## src/rtl/add_operand_loader.sv

```systemverilog
// add_operand_loader: collects up to 32 six-bit operands from a stream
// and presents them as one frame to the pairwise adder stage.
//
// Ports:
//   clk, rst           clock, synchronous active-high reset
//   in_valid/in_ready  operand stream handshake
//   in_data [0:5]      operand, bit 0 is the MSB
//   in_last            closes a short frame on the accepting cycle
//   frame_valid/ready  frame handshake toward the adder tree
//   op_frame [0:191]   operand k (1-based) at bits [6(k-1) +: 6]
//   op_count [0:5]     number of real operands in the frame, 1..32
module add_operand_loader #(
  parameter int N_OPS = 32,
  parameter int W     = 6
) (
  input  logic               clk,
  input  logic               rst,
  input  logic               in_valid,
  output logic               in_ready,
  input  logic [0:W-1]       in_data,
  input  logic               in_last,
  output logic               frame_valid,
  input  logic               frame_ready,
  output logic [0:N_OPS*W-1] op_frame,
  output logic [0:5]         op_count
);

  typedef enum logic {
    LOAD    = 1'b0,
    PRESENT = 1'b1
  } state_t;

  state_t       state_q, state_d;
  logic [4:0]   idx_q, idx_d;
  logic [0:5]   cnt_q, cnt_d;
  logic [0:W-1] slot_q [N_OPS];
  logic [0:W-1] slot_d [N_OPS];
  logic         accept;
  logic         close;

  assign in_ready    = (state_q == LOAD) & ~rst;
  assign frame_valid = (state_q == PRESENT);
  assign op_count    = cnt_q;

  always_comb begin
    for (int k = 0; k < N_OPS; k++) begin
      op_frame[k*W +: W] = slot_q[k];
    end
  end

  always_comb begin
    state_d = state_q;
    idx_d   = idx_q;
    cnt_d   = cnt_q;
    slot_d  = slot_q;
    accept  = in_valid & in_ready;
    close   = accept & ((idx_q == 5'd31) | in_last);
    unique case (state_q)
      LOAD: begin
        if (accept) begin
          slot_d[idx_q] = in_data;
          idx_d         = idx_q + 5'd1;
        end
        if (close) begin
          state_d = PRESENT;
          cnt_d   = {1'b0, idx_q} + 6'd1;
        end
      end
      PRESENT: begin
        // Clearing the bank on release is what makes the
        // unused slots of the next short frame read as zero.
        if (frame_ready) begin
          for (int k = 0; k < N_OPS; k++) begin
            slot_d[k] = '0;
          end
          idx_d   = '0;
          cnt_d   = '0;
          state_d = LOAD;
        end
      end
      default: begin
        state_d = LOAD;
      end
    endcase
  end

  always_ff @(posedge clk) begin
    if (rst) begin
      state_q <= LOAD;
      idx_q   <= '0;
      cnt_q   <= '0;
      for (int k = 0; k < N_OPS; k++) begin
        slot_q[k] <= '0;
      end
    end else begin
      state_q <= state_d;
      idx_q   <= idx_d;
      cnt_q   <= cnt_d;
      slot_q  <= slot_d;
    end
  end

endmodule

```

## config.mk

```make
export PLATFORM = sky130hd
export DESIGN_NAME = add_operand_loader
export DESIGN_NICKNAME = d
export VERILOG_FILES = /design/src/rtl/add_operand_loader.sv
export SDC_FILE = /design/constraint.sdc
export NUM_CORES = 1
export LEC_CHECK = 0
export ABC_CLOCK_PERIOD_IN_PS = 5750
export BUFFER_PORTS_ARGS = -buffer_cell sky130_fd_sc_hd__buf_4
export CORE_MARGIN = 5
export CORE_UTILIZATION = 58
export DETAILED_ROUTE_END_ITERATION = 10
export PLACE_DENSITY = 0.84
export SETUP_SLACK_MARGIN = 0.1
export SYNTH_ARGS = -nofsm -noshare
export SYNTH_HDL_FRONTEND = slang
export SYNTH_SLANG_ARGS = --single-unit
```

## constraint.sdc

```tcl
create_clock -name clk -period 5.75 [get_ports clk]
set_clock_uncertainty 0.15 [all_clocks]
set_input_delay 1.15 -clock clk [delete_from_list [all_inputs] [get_ports clk]]
set_output_delay 1.15 -clock clk [all_outputs]
set_load 0.005 [all_outputs]
```

==> impl_metrics.json, run 1 <==
{
  "die_h_um": 140.3,
  "power-per-cell-area_nw_per_um2": 260.9,
  "ff2ff_path_depth": 4,
  "grt_pass1_wl_um": 45450,
  "slew_viol_final": 0,
  "syn_inst": 1107,
  "dieArea_um2": 19700,
  "yosysMostFrequentCell": "dfxtp_1",
  "worstPathRequired_ps": 4450,
  "antenna_found_initial": 0,
  "vdd_drop_max_uv": 208.1,
  "antenna_cells": 0,
  "grt_start_max_net_pins": 106,
  "holdBufCountCts": 0,
  "synth.top_cell.area_share_pct": 41.45,
  "start_util_pct": 59.21,
  "area_delta_synth_final_pct": 22.73,
  "path_delay_family": "buffers and inverters",
  "synth.cell_area_um2": 9853,
  "drive_above_1_share_pct": 22.93,
  "cts-root-buf": "clkbuf_16",
  "outcome": "complete, no violations",
  "hold_path_depth": 2,
  "worstPathCellList": "buf_4, nor2_1, buf_4",
  "crit_buf_inv": 2,
  "gr-usage-met1_pct": 38.12,
  "ys.flop_type": "dfxtp_1",
  "synth_top_family_by_area": "simple AND/OR/NAND/NOR gates",
  "r2r_start": "frame_valid",
  "synthTopCellsByCount": "dfxtp_1, nand3_1, mux2i_1",
  "cts-resized-gates": 0,
  "synth-edff-count": 0,
  "period_needed_ps": 3796,
  "multiInputGateArea_um2": 5268,
  "synth-simple-area-share_pct": 29.57,
  "worst_setup_path_end_kind": "primary output",
  "gp_congestion": 0.8175,
  "clk-insertion-delay-late_ps": 510,
  "startpoint": "rst",
  "io_buffers": 210,
  "overflow": 0,
  "wirelength_um": 29030,
  "setup_viol": 0,
  "cts_max_level": 1,
  "avgViaCountPerCell": 6.289,
  "nets": 1243,
  "crit_slowest_cell": "buf_4",
  "r2r_slack_ps": 2900,
  "synth_seq_area_share_pct": 41.45,
  "drtPass1Iterations": 7,
  "slowest_delay_ps": 800,
  "gr-usage-met2_pct": 42.49,
  "cpMostUsedCell": "buf_4",
  "synth_mux_area_share_pct": 12.70,
  "hold_class": "register to register",
  "synth_async_sr_flop_share_pct": 0,
  "worstPathMaxFanout": 105,
  "num_io_pins": 211,
  "synth_compound_area_share_pct": 10.20,
  "synth_cell_types": 43,
  "synth-xor-area-share_pct": 0.08889,
  "tritoncts": "yes",
  "path_depth": 3,
  "r2r-end": "op_frame[167]",
  "clkTransAtPathRegs_ps": 60,
  "ant_nets": 0,
  "maxCapViolCount": 0,
  "num_vias": 9201,
  "power.leakage_nw": 5.368,
  "core_area_um2": 16640,
  "syn-mean-instance-area_um2": 8.901,
  "tightest_slew_ps": 1188,
  "clockBufferDepth": 3,
  "yosysTopAreaCell": "dfxtp_1",
  "fillers": 1245,
  "grt_pass1_vias": 8528,
  "fin_crit_sh_pct": 66.02,
  "place_hpwl_um": 17660,
  "cts_sinks": 204,
  "drt_iter0_drc": 1134,
  "grt_util_met3_pct": 5.590,
  "holdWs_ps": 311.8,
  "place_area_um2": 11290,
  "setup_tns_ps": 0,
  "grtUsageTotal_pct": 27.24,
  "numCtsBuffers": 22,
  "synthAdderAreaFrac_pct": 0.6349,
  "synth-warning-count": 0,
  "drcViolationCount": 0,
  "final_hold_viol_count": 0,
  "rows": 47,
  "grt.busiest_layer": "met2",
  "wire_per_inst_um": 19.84,
  "cp.arrival_ps": 2500,
  "postCtsSetupBuffers": 0,
  "ys_top_cells_by_area": "dfxtp_1, mux2i_1, nand3_1, nor2b_1, nand3b_1",
  "crit_end": "in_ready",
  "max_clock_freq_mhz": 263.4,
  "crit_type": "input port to primary output",
  "rsz0062_at_grt": "false",
  "seqCellArea_um2": 4091,
  "final_cell_area_um2": 12090,
  "slew_headroom_pct": 20.63,
  "ys_ff_latch": 204,
  "critPathLaunchType": "input port",
  "die_w_um": 140.3,
  "syn_nets": 1123
}
cell type report:
cell class                      instances  area share [%]
Inverter                                2         0.06208
Clock inverter                         11           1.449
Sequential cell                       204           33.83
Timing Repair Buffer                  218           13.64
Multi-Input combinational cell        779           43.56
Tap cell                              220           2.276
Clock buffer                           29           5.184
registers in the layout, indices dropped and copies added, names as in the netlist:
| name | cells |
|---|---|
| op_count | 6 |
| frame_valid | 1 |
| op_frame | 192 |
| idx_q | 5 |
tightest hold or removal path, cell delays in order (launching register included):
cell and delay, ps:
dfxtp_1 310, nand2_1 50, mux2i_1 50
how the worst min path moves through the flow:
stage | startpoint | to | slack, ps
floorplan | op_frame[138] | op_frame[138] | 300
global placement | op_frame[92] | op_frame[92] | 300
detailed placement | op_frame[190] | op_frame[190] | 300
CTS | op_frame[13] | op_frame[13] | 310
global route | op_frame[28] | op_frame[28] | 340
finish | op_frame[13] | op_frame[13] | 310
cell families after synthesis:
group / after synthesis
xor gates and xnor gates: 1
buffers and inverters: 124
adders and majority gates: 5
AOI/OAI and AO/OA: 174
muxes: 125
and+or+nand+nor: 474
DFF: 204
power by group:
| group | internal [mW] | switching [mW] | total (mW) | leakage (nW) |
|---|---|---|---|---|
| logic | 0.0469 | 0.121 | 0.168 | 3.34 |
| registers | 1.42 | 0.0135 | 1.43 | 1.65 |
| clock network | 0.952 | 0.601 | 1.55 | 0.386 |
| total | 2.42 | 0.736 | 3.15 | 5.37 |
per-layer routing:
layer | wire (um) | vias up
li1 | - | 4247
met1 | 12100 | 4473
met2 | 13650 | 420
met3 | 2613 | 61
met4 | 668 | 0
met5 | 0 | -
layout by cell type, fill, tap and decap left out, drive strengths merged, types with 3 or more instances in the layout:
| master | instances |
|---|---|
| a21oi | 93 |
| a31oi | 63 |
| and4bb | 6 |
| buf | 218 |
| bufinv | 4 |
| clkbuf | 29 |
| clkinv | 3 |
| clkinvlp | 3 |
| dfxtp | 204 |
| ha | 5 |
| inv | 3 |
| mux2i | 125 |
| nand2 | 55 |
| nand2b | 36 |
| nand3 | 152 |
| nand3b | 63 |
| nand4 | 40 |
| nand4b | 15 |
| nand4bb | 8 |
| nor2 | 4 |
| nor2b | 79 |
| o211ai | 12 |
metrics by stage:
stage	utilization, %	std cells	worst slack (ps)	power (mW)
after global routing	72.66	1463	1840	3.234
after CTS	72.66	1463	1940	3.158
final	72.66	1463	1954	3.155
after detailed placement	67.84	1423	1832	1.630
after global placement	67.84	1423	1826	1.629
after floorplan	-	1107	2789	1.576
Power figures use the tool's default switching activity.
==> inputs of run 2 (changes only) <==
--- a/config.mk
+++ b/config.mk
@@ -5,12 +5,12 @@
 export SDC_FILE = /design/constraint.sdc
 export NUM_CORES = 1
 export LEC_CHECK = 0
-export ABC_CLOCK_PERIOD_IN_PS = 5750
+export ABC_CLOCK_PERIOD_IN_PS = 3760
 export BUFFER_PORTS_ARGS = -buffer_cell sky130_fd_sc_hd__buf_4
 export CORE_MARGIN = 5
-export CORE_UTILIZATION = 58
+export CORE_UTILIZATION = 55
 export DETAILED_ROUTE_END_ITERATION = 10
-export PLACE_DENSITY = 0.84
+export PLACE_DENSITY = 0.8
 export SETUP_SLACK_MARGIN = 0.1
 export SYNTH_ARGS = -nofsm -noshare
 export SYNTH_HDL_FRONTEND = slang
==> constraint.sdc (replaced) <==
create_clock -name clk -period 3.76 [get_ports clk]
set_clock_uncertainty 0.15 [all_clocks]
set_input_delay 0.752 -clock clk [delete_from_list [all_inputs] [get_ports clk]]
set_output_delay 0.752 -clock clk [all_outputs]
set_load 0.005 [all_outputs]
==> impl_metrics.json, run 2 (synthesis gave the netlist of run 1 again) <==
{
  "most-common-layout-cells": "buf_4, dfxtp_1, nand3_1",
  "wirelength_um": 28790,
  "period_needed_ps": 2725,
  "cts-root-buf": "clkbuf_16",
  "postCtsSetupBuffers": 0,
  "vdd_drop_max_uv": 297.7,
  "numCtsBuffers": 22,
  "gp_congestion": 0.8035,
  "grtUsageTotal_pct": 26.75,
  "clockBufferDepth": 3,
  "instances_no_fill": 1474,
  "core_area_um2": 17780,
  "min_from": "op_frame[190]",
  "nets": 1251,
  "drive_above_1_share_pct": 22.97,
  "final_cell_area_um2": 12050,
  "fin_crit_sh_pct": 72.48,
  "grt_pass1_wl_um": 45890,
  "worst_setup_path_end_kind": "primary output",
  "utilization_pct": 67.79,
  "power.leakage_nw": 5.361,
  "largest_register_ffs": 192,
  "grt_pass1_vias": 8510,
  "dp_cells": 1440,
  "r2r_start": "idx_q[0]",
  "overflow": 0,
  "cp.arrival_ps": 1820,
  "io_buffers": 210,
  "slew_viol_final": 0,
  "antenna_found_initial": 0,
  "drcViolationCount": 0,
  "wire_per_inst_um": 19.53,
  "max_clock_freq_mhz": 366.9,
  "crit_type": "register to primary output",
  "clkTransAtPathRegs_ps": 60,
  "worstPathMaxFanout": 84,
  "cts_sinks": 204,
  "setup_tns_ps": 0,
  "place_hpwl_um": 17870,
  "antenna_cells": 0,
  "start_util_pct": 55.42,
  "dieArea_um2": 20690,
  "power-per-cell-area_nw_per_um2": 375.4,
  "num_vias": 9024,
  "avgViaCountPerCell": 6.122,
  "drt_iter0_drc": 897,
  "fillers": 1501,
  "holdBufCountCts": 0,
  "cts_max_level": 1,
  "cts-resized-gates": 0,
  "ant_nets": 0,
  "rows": 49,
  "num_io_pins": 211,
  "tightest_slew_ps": 1213,
  "hold_class": "register to register",
  "die_w_um": 143.8,
  "final_hold_viol_count": 0,
  "drtPass1Iterations": 5,
  "area_delta_synth_final_pct": 22.32,
  "clk-insertion-delay-late_ps": 500,
  "slew_headroom_pct": 18.98,
  "startpoint": "frame_valid",
  "layout_commonest_cell": "buf_4",
  "grt_start_max_net_pins": 88,
  "maxCapViolCount": 0,
  "worstPathRequired_ps": 2860,
  "rsz0062_at_grt": "false",
  "die_h_um": 143.8,
  "tritoncts": "yes",
  "outcome": "complete, no violations",
  "critPathLaunchType": "register",
  "finalPower_mw": 4.525,
  "setup_viol": 0,
  "place_area_um2": 11370
}
run 2: final cells by class:
cell class	count	area (um2)	share of cell area, %
timing repair buffer	226	1722	14.28
clock inverter	5	61.31	0.5087
tap	229	286.5	2.377
sequential	204	4091	33.95
clock buffer	29	616.8	5.118
inverter	2	7.507	0.06229
multi-input combinational	779	5268	43.70
run 2: path summary, 6_finish.rpt:
path	endpoint	cells past startpoint	slack, ps
max	in_ready	2	1030
min	op_frame[190]	2	310
max reg2reg	op_frame[49]	5	1200
min reg2reg	op_frame[190]	2	310
run 2: critical path, cell delays in order, from the launching register on:
cell and delay (ps):
dfxtp_4 850, nor2_1 260, buf_4 210
run 2: through the flow:
stage | setup slack [ps] | hold slack [ps]
after global routing | 951.3 | 333.2
after CTS | 1028 | 314.6
after global placement | 1179 | 295.7
final | 1035 | 310.4
after floorplan | 1420 | 301.1
after detailed placement | 1121 | 306.7
run 2: where the power goes:
part           total (mW)  switching, mW  internal [mW]
clock                2.07          0.860           1.21
combinational       0.260          0.185         0.0755
sequential           2.19         0.0205           2.17
total                4.53           1.06           3.46
run 2: per-layer routing:
layer | GRT usage [%] | up-vias | wire length, um
li1 | - | 4252 | -
met1 | 37.70 | 4358 | 12300
met2 | 42.09 | 355 | 13630
met3 | 5.092 | 59 | 2219
met4 | 7.384 | 0 | 639
met5 | 0 | - | 0
==> inputs of run 3 (changes only) <==
--- a/config.mk
+++ b/config.mk
@@ -5,12 +5,12 @@
 export SDC_FILE = /design/constraint.sdc
 export NUM_CORES = 1
 export LEC_CHECK = 0
-export ABC_CLOCK_PERIOD_IN_PS = 3760
+export ABC_CLOCK_PERIOD_IN_PS = 2400
 export BUFFER_PORTS_ARGS = -buffer_cell sky130_fd_sc_hd__buf_4
 export CORE_MARGIN = 5
-export CORE_UTILIZATION = 55
+export CORE_UTILIZATION = 50
 export DETAILED_ROUTE_END_ITERATION = 10
-export PLACE_DENSITY = 0.8
+export PLACE_DENSITY = 0.77
 export SETUP_SLACK_MARGIN = 0.1
 export SYNTH_ARGS = -nofsm -noshare
 export SYNTH_HDL_FRONTEND = slang
==> constraint.sdc (replaced) <==
create_clock -name clk -period 2.4 [get_ports clk]
set_clock_uncertainty 0.15 [all_clocks]
set_input_delay 0.48 -clock clk [delete_from_list [all_inputs] [get_ports clk]]
set_output_delay 0.48 -clock clk [all_outputs]
set_load 0.005 [all_outputs]
==> impl_metrics.json, run 3 (synthesis gave the netlist of run 1 again) <==
{
  "worstPathMaxFanout": 8,
  "wire_per_inst_um": 19.42,
  "dieArea_um2": 22610,
  "worst_setup_path_end_kind": "register",
  "vdd_drop_max_uv": 424.7,
  "die_h_um": 150.4,
  "cts_sinks": 204,
  "postCtsSetupBuffers": 0,
  "start_util_pct": 50.63,
  "antenna_found_initial": 0,
  "antenna_cells": 0,
  "grt_pass1_vias": 8569,
  "rows": 51,
  "core_area_um2": 19460,
  "numCtsBuffers": 23,
  "drtPass1Iterations": 8,
  "final_hold_viol_count": 0,
  "tritoncts": "yes",
  "overflow": 0,
  "num_vias": 9088,
  "setup_viol": 0,
  "drive_above_1_share_pct": 24.39,
  "gp_congestion": 0.8233,
  "grt_pass1_wl_um": 46720,
  "rsz0062_at_grt": "true",
  "avgViaCountPerCell": 5.932,
  "drt_iter0_drc": 811,
  "num_io_pins": 211,
  "maxCapViolCount": 0,
  "nets": 1270,
  "power-per-cell-area_nw_per_um2": 605.0,
  "most-common-layout-cells": "buf_4, dfxtp_1, nand3_1",
  "cp.arrival_ps": 2400,
  "layout_commonest_cell": "buf_4",
  "power.leakage_nw": 5.519,
  "cts-root-buf": "clkbuf_16",
  "crit_type": "register to register",
  "die_w_um": 150.4,
  "io_buffers": 210,
  "tightest_slew_ps": 818.3,
  "wirelength_um": 29760,
  "drcViolationCount": 0,
  "max_clock_freq_mhz": 458.4,
  "area_delta_synth_final_pct": 25.64,
  "ant_nets": 0,
  "slew_viol_final": 0,
  "clkTransAtPathRegs_ps": 60,
  "period_needed_ps": 2181,
  "worstPathRequired_ps": 2620,
  "clockBufferDepth": 3,
  "hold_class": "input port to register",
  "cts_max_level": 1,
  "grt_start_max_net_pins": 144,
  "holdWs_ps": 128.9,
  "fin_crit_sh_pct": 90.89,
  "slew_headroom_pct": 45.44,
  "grtUsageTotal_pct": 25.14,
  "setup_tns_ps": 0,
  "largest_register_ffs": 192,
  "finalPower_mw": 7.489,
  "clk-insertion-delay-late_ps": 500,
  "outcome": "complete, no violations",
  "critPathLaunchType": "register",
  "place_hpwl_um": 18880
}
-- run 3: path summary, 6_finish.rpt --
path                              startpoint             to  slack, ps  cells after the start
worst max-delay path                idx_q[0]   op_frame[38]        220                      5
worst min-delay path              in_data[1]  op_frame[187]        130                      3
worst max register to register      idx_q[0]   op_frame[38]        220                      5
worst min register to register  op_frame[19]   op_frame[19]        310                      2
-- run 3: critical path: stages (launching register included) --
cell and delay [ps]:
dfxtp_1 390, inv_1 120, ha_1 280, nor2b_1 460, nand3_1 420, mux2i_1 220
-- run 3: power breakdown --
group / switching [mW] / total (mW) / internal, mW
logic: 0.311 / 0.454 / 0.143
clock network: 1.41 / 3.61 / 2.21
registers: 0.0200 / 3.42 / 3.40
-- run 3: what timing repair did --
action,in CTS,in global routing
resized for setup,0,1
hold buffers,0,0
setup endpoints to repair,0,13
-- run 3: through the flow --
| step | instances | instance area, um2 | worst slack, ps | utilization, % |
|---|---|---|---|---|
| 5_1_grt | 1532 | 12380 | 46.46 | 63.61 |
| 4_1_cts | 1532 | 12370 | 233.3 | 63.58 |
| 6_report | 1532 | 12380 | 218.6 | 63.61 |
| 3_3_place_gp | 1494 | 11600 | 263.3 | 59.63 |
| 3_5_place_dp | 1494 | 11600 | 246.8 | 59.63 |
| 2_1_floorplan | 1107 | 9854 | 132.5 | - |
-- run 3: layout make-up --
class	count	area [um2]
clock buffer	33	694.4
clock inverter	5	75.07
fill	1668	7083
inverter	2	7.507
multi-input combinational	779	5273
sequential	204	4091
tap	265	331.6
timing repair buffer	244	1907
-- run 3: per-layer routing --
metal	track usage, %	wire length [um]	up-vias
li1	-	-	4292
met1	34.63	12920	4405
met2	40.21	13790	336
met3	5.629	2429	55
met4	6.176	616	0
met5	0	0	-
